### src/rtl/fifo_rd_pkg.sv
// rtl/fifo_rd_pkg.sv - shared types and defaults for the FIFO read-side drain
package fifo_rd_pkg;

  localparam int FIFO_DSIZE = 8;

  typedef enum logic [1:0] {
    IDLE  = 2'd0,
    RUN   = 2'd1,
    FLUSH = 2'd2
  } rd_state_t;

endpackage

### src/rtl/fifo_rd_skid.sv
// rtl/fifo_rd_skid.sv - 2-entry in-order skid buffer with occupancy and clear
module fifo_rd_skid
  import fifo_rd_pkg::*;
#(
  parameter int DSIZE = FIFO_DSIZE
) (
  input  logic             rclk,
  input  logic             rrst_n,
  input  logic             clr,
  input  logic             push,
  input  logic [DSIZE-1:0] push_data,
  input  logic             pop,
  output logic [1:0]       occ,
  output logic [DSIZE-1:0] head
);

  logic [DSIZE-1:0] tail;

  // head is always the oldest entry; tail only holds data when occ == 2
  always_ff @(posedge rclk or negedge rrst_n) begin
    if (!rrst_n) begin
      occ  <= 2'd0;
      head <= '0;
      tail <= '0;
    end else if (clr) begin
      occ <= 2'd0;
    end else begin
      case (occ)
        2'd0: begin
          if (push) begin
            head <= push_data;
            occ  <= 2'd1;
          end
        end
        2'd1: begin
          if (push && pop) begin
            head <= push_data;
          end else if (push) begin
            tail <= push_data;
            occ  <= 2'd2;
          end else if (pop) begin
            occ <= 2'd0;
          end
        end
        default: begin
          if (pop) begin
            head <= tail;
            if (push) tail <= push_data;
            else      occ  <= 2'd1;
          end
        end
      endcase
    end
  end

endmodule

### src/rtl/fifo_rd_drain.sv
// rtl/fifo_rd_drain.sv - read-domain FIFO consumer with valid/ready output and counted flush
module fifo_rd_drain
  import fifo_rd_pkg::*;
#(
  parameter int DSIZE = FIFO_DSIZE,
  parameter int CNT_W = 16
) (
  input  logic             rclk,
  input  logic             rrst_n,
  input  logic             en,
  input  logic             flush,
  input  logic             rempty,
  input  logic [DSIZE-1:0] rdata,
  output logic             rinc,
  output logic             m_valid,
  input  logic             m_ready,
  output logic [DSIZE-1:0] m_data,
  output logic             busy,
  output logic [CNT_W-1:0] rd_count,
  output logic [CNT_W-1:0] drop_count
);

  rd_state_t        state;
  logic [1:0]       occ;
  logic [DSIZE-1:0] head;
  logic             xfer;

  // rinc depends only on registered state/occupancy and rempty, never on m_ready
  always_comb begin
    rinc = 1'b0;
    case (state)
      RUN:     rinc = en && !rempty && (occ < 2'd2);
      FLUSH:   rinc = !rempty;
      default: rinc = 1'b0;
    endcase
  end

  assign m_valid = (occ != 2'd0) && (state != FLUSH);
  assign m_data  = head;
  assign xfer    = m_valid && m_ready;
  assign busy    = (state != IDLE) || (occ != 2'd0);

  fifo_rd_skid #(
    .DSIZE(DSIZE)
  ) u_skid (
    .rclk      (rclk),
    .rrst_n    (rrst_n),
    .clr       (state == FLUSH),
    .push      (rinc && (state == RUN)),
    .push_data (rdata),
    .pop       (xfer),
    .occ       (occ),
    .head      (head)
  );

  always_ff @(posedge rclk or negedge rrst_n) begin
    if (!rrst_n) begin
      state <= IDLE;
    end else begin
      case (state)
        IDLE: begin
          if (flush)   state <= FLUSH;
          else if (en) state <= RUN;
        end
        RUN: begin
          if (flush)    state <= FLUSH;
          else if (!en) state <= IDLE;
        end
        FLUSH: begin
          if (rempty) state <= en ? RUN : IDLE;
        end
        default: state <= IDLE;
      endcase
    end
  end

  // In FLUSH the buffer is cleared every cycle, so occ is non-zero only on the entry cycle
  always_ff @(posedge rclk or negedge rrst_n) begin
    if (!rrst_n) begin
      rd_count   <= '0;
      drop_count <= '0;
    end else begin
      rd_count <= rd_count + CNT_W'(xfer);
      if (state == FLUSH)
        drop_count <= drop_count + CNT_W'(occ) + CNT_W'(rinc);
    end
  end

endmodule

### config.mk
export PLATFORM = sky130hd
export DESIGN_NAME = fifo_rd_drain
export DESIGN_NICKNAME = d
export VERILOG_FILES = /design/src/rtl/fifo_rd_pkg.sv /design/src/rtl/fifo_rd_skid.sv /design/src/rtl/fifo_rd_drain.sv
export SDC_FILE = /design/constraint.sdc
export NUM_CORES = 1
export LEC_CHECK = 0
export CAP_MARGIN = 40
export CORE_ASPECT_RATIO = 1.25
export CORE_MARGIN = 1
export CORE_UTILIZATION = 23
export DETAILED_ROUTE_END_ITERATION = 8
export PLACE_DENSITY = 0.55
export REMOVE_ABC_BUFFERS = 1
export SLEW_MARGIN = 20
export SYNTH_ARGS = -nofsm -noshare
export SYNTH_HDL_FRONTEND = slang
export SYNTH_SLANG_ARGS = --single-unit
### constraint.sdc
create_clock -name rclk -period 6.66 [get_ports rclk]
set_input_delay 1.332 -clock rclk [delete_from_list [all_inputs] [get_ports rclk]]
set_output_delay 1.332 -clock rclk [all_outputs]
set_load 0.02 [all_outputs]
==> results.tsv, run 1 <==
stage	metric	value	unit
detailed_routing	ANT nets after route	0	
power_and_ir_drop	VDD IR max	0.000110	V
logic_synthesis	synth top area cells	dfrtp_1 53%, xnor2_1 8.2%, o22ai_2 4.1%, mux2_2 3.7%, ha_1 3.6%	
global_route	total global-route track usage	0.109	
placement	post-place setup slack	2390	ps
final_layout	# nets final	295	
logic_synthesis	number of synthesized flops with an enable pin	0	
setup_path	Setup crit end kind	primary output	
global_route	met3 usage	0.0318	
detailed_routing	Avg WL per Cell	14.1	microns
sta	fin crit share	0.642	
placement	GP Congestion	0.801	
final_layout	Util after Layout	0.323	
logic_synthesis	largest family of logic cells by synthesized area	simple AND/OR/NAND/NOR gates	
cts	TritonCTS Buffers	5	
sta	f_max	234	MHz
cts	Sink Count	52	
setup_path	crit path DAT	2940	ps
cts	Max Root-Sink Buffers	2	
power_and_ir_drop	Pleak	0.00140	uW
power_and_ir_drop	power density cells	305	nW/um^2
logic_synthesis	Seq/Total Area, Yosys	0.531	
logic_synthesis	Avg Cell Area, Syn	11.6	sq um
logic_synthesis	mapped cell area	2450	sq um
sta	PnR worst setup slack	2380	ps
detailed_routing	DR iter-0 viols	61	
setup_path	R2R Setup Slk	3410	ps
logic_synthesis	simple logic cell fraction of the synthesized area	0.129	
logic_synthesis	Synth Area in XOR/XNOR	0.104	
global_route	initial antenna violation count	0	
placement	IO buf count	56	
sta	clock skew	3.77	ps
logic_synthesis	Synth Register Bits	52	
cts	Post-CTS Hold Fix Bufs	0	
die	row cnt	41	
placement	post-DP HPWL	3930	microns
cts	CTS tree	built	
die	die width	94.3	microns
global_route	largest net degree at the start of global routing	53	
logic_synthesis	mux cell area share after synthesis	0.0449	
logic_synthesis	largest area contributor in the netlist	dfrtp_1	
run	maxcap violations	0	
sta	Pins Over Slew Limit	0	
die	Die ar.	11100	sq um
detailed_routing	routed vias/inst	4.57	
cts	CTS HTree Levels	2	
cts	worst skew pair latency	290	ps
detailed_routing	drt total wl	5660	microns
detailed_routing	vias	1837	
sta	minimum clock period	4280	ps
cts	clock-pin slew on the worst setup and hold paths	60	ps
global_route	global-route wire length before repair	9480	microns
cts	postcts setup bufs	0	
sta	Setup-failing EPs final	0	
global_route	number of global-route vias before repair	1905	
logic_synthesis	Most used DFF post-synth	dfrtp_1	
sta	Final TNS setup	0	ps
final_layout	fraction of layout cells with a size suffix above 1	0.103	
global_route	GR Util met1	0.136	
logic_synthesis	Synth Area in Compound Gates	0.113	
logic_synthesis	Mapped Cells	211	
die	CORE AREA	10200	sq um
setup_path	CP required	5330	ps
final_layout	Synth-to-Final Area Change	34.8	%
power_and_ir_drop	Total Power	1010	uW
die	Initial Util	0.240	
setup_path	Setup Crit Path Kind	in -> out	
logic_synthesis	Distinct cells, synth	34	
die	DIE HEIGHT	117	microns
logic_synthesis	synth warn	0	
die	# IOs	57	
logic_synthesis	asr flop ratio synth	1.00	
logic_synthesis	post-synth top area share	0.531	
sta	Hold Fails Final Rpt	0	
final_layout	Ant. Diodes	0	
sta	Hold Slack	472	ps
global_route	grt ovf	0	
detailed_routing	DRC	0	
logic_synthesis	Adder-Cell Fraction of Synth Area	0.0521	
sta	relative slew slack	0.529	
cts	CTS root buf	clkbuf_16	
global_route	M2 GR Usage	0.184	
sta	RSZ-0062 raised after global routing	no	
sta	measured slew at the worst slew-check pin	704	ps
setup_path	Critical Path Source Type	primary input	
run_status	run status	complete, no violations	
setup_path	Crit Path Max Fanout	4	
global_route	global routing's busiest layer	met2	
worst_hold_path	Worst Hold Class	reg -> reg	
detailed_routing	1st-pass router iterations	3	
cts	cts repair resizes	0	
-- path summary, 6_finish.rpt --
check,end,startpoint,cells after the start
max,rinc,en,4
min,rd_count[15],rd_count[15],1
max reg2reg,drop_count[12],state[0],10
min reg2reg,rd_count[15],rd_count[15],1
max in group asynchronous,drop_count[1],rrst_n,2
min in group asynchronous,rd_count[4],rrst_n,2
-- layout by cell type (no fill, tap or decap), types with 5 or more instances in the layout --
cell             synthesis  routed
nand3_1                 10      10
clkbuf_16                0       5
o22ai_2                  8       8
nand2_1                 15      15
inv_1                   10      10
and3_1                   5       5
xor2_1                   6       6
a21oi_1                 12      12
mux2_2                   8       8
nand4_1                  6       6
nor2_1                  10      10
ha_1                     7       7
clkdlybuf4s50_1          0      55
xnor2_1                 23      23
dfrtp_1                 52      52
o22ai_1                  9       9
nor3_1                   5       5
-- routing by layer --
metal,share of wire,up-vias
li1,-,867
met1,0.45,922
met2,0.49,43
met3,0.053,5
met4,0.0097,0
met5,0,-
-- stage by stage --
stage                     area [sq um]  instances
after detailed placement          3160        394
after global placement            3160        394
after CTS                         3300        402
after global routing              3300        402
final                             3300        402
after floorplan                   2420        207
-- synthesized netlist by cell type (5+ instances only) --
cell type and instances:
o22ai_1 9, o22ai_2 8, inv_1 10, xor2_1 6, ha_1 7, mux2_2 8, dfrtp_1 52, nor2_1 10
xnor2_1 23, nand3_1 10, a21oi_1 12, nand2_1 15, and3_1 5, nor3_1 5, nand4_1 6
-- cell type report --
| cell class | instances | area, sq um |
|---|---|---|
| tap | 129 | 161 |
| sequential | 52 | 1300 |
| inverter | 10 | 37.5 |
| clock buffer | 8 | 146 |
| fill | 1025 | 6910 |
| timing repair buffer | 58 | 571 |
| multi-input combinational | 145 | 1080 |
-- worst max-delay path: stages --
cell and delay [ps]:
clkdlybuf4s50_1 560, a31oi_1 110, nor3b_1 290, clkdlybuf4s50_1 660
-- cells by family (layout without fill, tap and decap cells) --
kind of cell | after synthesis | in the layout
mux | 10 | 10
compound gates | 36 | 36
simple gates | 61 | 61
flops | 52 | 52
fa+ha+maj | 9 | 9
buf+inv | 14 | 76
xor+xnor | 29 | 29
-- where the power goes --
group | internal (uW) | leakage, uW | total (uW) | switching (uW)
clock network | 150 | 0.0000712 | 260 | 110
logic | 163 | 0.000627 | 337 | 174
registers | 363 | 0.000702 | 409 | 46.1
total | 675 | 0.00140 | 1010 | 330
-- flip-flops by register name (all words and copies together) (netlist names) --
name         flops
rd_count        16
u_skid.tail      8
drop_count      16
state            2
u_skid.head      8
u_skid.occ       2
(Power assumes the default switching activity.)
==> inputs of run 2 (changes only) <==
- clock period: 6.66 -> 4.2 ns (I/O delays scaled with it)
==> run 2 against run 1 <==
Against the previous run: worst setup slack worse by 1600 ps; critical path depth is 5 higher; die area stayed put; non-clock buffer count is 1 higher; hold slack worse by 9.6 ps; global-route usage hardly changed; utilization is 0.55 points higher.
==> results.tsv, run 2 (synthesis results as in run 1) <==
stage	metric	value	unit
run_status	run status	complete, no violations	
global_route	total global-route track usage	0.109	
detailed_routing	DR iter-0 viols	58	
die	CORE AREA	10200	sq um
die	row cnt	41	
setup_path	critical-path cell with the highest stage delay	clkdlybuf4s50_1	
setup_path	Crit Path Max Fanout	5	
global_route	largest net degree at the start of global routing	28	
final_layout	Synth-to-Final Area Change	37.1	%
setup_path	CP top delay family	simple AND/OR/NAND/NOR gates	
sta	Hold Fails Final Rpt	0	
die	Die ar.	11100	sq um
final_layout	Ant. Diodes	0	
power_and_ir_drop	Pleak	0.00143	uW
detailed_routing	vias	1791	
sta	minimum clock period	3440	ps
final_layout	Top Registers	drop_count x16, rd_count x16	
placement	post-DP HPWL	4020	microns
power_and_ir_drop	VDD IR max	0.000152	V
final_layout	most frequent cells in the layout	55 x clkdlybuf4s50_1, 52 x dfrtp_1, 23 x xnor2_1, 15 x nand2_1, 12 x a21oi_1	
final_layout	# nets final	296	
cts	Sink Count	52	
power_and_ir_drop	power density cells	499	nW/um^2
final_layout	commonest non-fill, non-tap cell in the layout	clkdlybuf4s50_1	
cts	clock-pin slew on the worst setup and hold paths	70	ps
placement	IO buf count	56	
detailed_routing	DRC	0	
setup_path	CP Cell Sequence	clkdlybuf4s50_1 > a31oi_1 > nor3b_1 > inv_1 > fa_1 > fa_1 > nor3_1 > nand4_1 > xnor2_1	
sta	relative slew slack	0.544	
sta	RSZ-0062 raised after global routing	no	
setup_path	Setup crit end kind	flip-flop	
sta	Setup-failing EPs final	0	
global_route	initial antenna violation count	0	
cts	CTS HTree Levels	2	
cts	TritonCTS Buffers	5	
cts	cts repair resizes	0	
final_layout	Util after Layout	0.329	
global_route	global-route wire length before repair	9510	microns
setup_path	Critical Path Max Stage Delay	550	ps
sta	clock skew	7.10	ps
detailed_routing	routed vias/inst	4.44	
detailed_routing	Avg WL per Cell	13.9	microns
detailed_routing	1st-pass router iterations	4	
setup_path	Setup Crit Path Kind	in -> reg	
sta	f_max	291	MHz
detailed_routing	ANT nets after route	0	
sta	Hold Slack	463	ps
worst_hold_path	Worst Hold Class	in -> async	
global_route	grt ovf	0	
cts	Post-CTS Hold Fix Bufs	0	
setup_path	crit path DAT	3610	ps
placement	GP Congestion	0.781	
sta	measured slew at the worst slew-check pin	682	ps
die	# IOs	57	
setup_path	most frequent CP cell	fa_1	
cts	Max Root-Sink Buffers	2	
run	maxcap violations	0	
die	Initial Util	0.240	
cts	postcts setup bufs	0	
cts	CTS root buf	clkbuf_16	
die	die width	94.3	microns
cts	worst skew pair latency	290	ps
setup_path	CP required	4370	ps
detailed_routing	drt total wl	5620	microns
global_route	number of global-route vias before repair	1883	
die	DIE HEIGHT	117	microns
sta	Pins Over Slew Limit	0	
final_layout	fraction of layout cells with a size suffix above 1	0.113	
setup_path	critical path buffer and inverter count	2	
sta	fin crit share	0.819	
setup_path	Critical Path Source Type	primary input	
sta	Final TNS setup	0	ps
cts	CTS tree	built	
## run 2: area by class of cell
cell class / count / area (sq um)
Inverter: 10 / 37.5
Clock inverter: 1 / 30.0
Tap cell: 129 / 161
Multi-Input combinational cell: 145 / 1080
Fill cell: 1036 / 6850
Clock buffer: 7 / 153
Timing Repair Buffer: 59 / 591
Sequential cell: 52 / 1300
## run 2: path summary, 6_finish.rpt
check / slack (ps) / cells after the start / from / endpoint
setup / recovery: 760 / 9 / en / drop_count[12]
hold / removal: 460 / 1 / rrst_n / rd_count[8]
setup reg to reg: 930 / 10 / state[0] / drop_count[12]
hold reg to reg: 480 / 1 / rd_count[15] / rd_count[15]
max in group asynchronous: 3010 / 3 / rrst_n / u_skid.head[5]
min in group rclk: 480 / 1 / rd_count[15] / rd_count[15]
## run 2: per-stage QoR
stage	std cells	total power (uW)	setup WS [ps]	cell area, sq um
after floorplan	207	965	929	2420
after global placement	394	1190	540	3160
after detailed placement	395	1200	448	3180
after CTS	403	1700	749	3360
after global routing	403	1780	607	3360
final	403	1680	762	3360
## run 2: power breakdown
part,internal (uW),leakage (uW),switching (uW),total [uW]
clock,314,0.0000901,179,493
combinational,260,0.000636,275,535
sequential,575,0.000702,72.4,647
total,1150,0.00143,527,1680
## run 2: per-layer routing
metal	up-vias	wire length [microns]	global-route usage
met5	-	0	0
met4	0	80	0.0327
met3	9	308	0.0298
met2	48	2690	0.180
met1	864	2530	0.136
li1	870	-	-
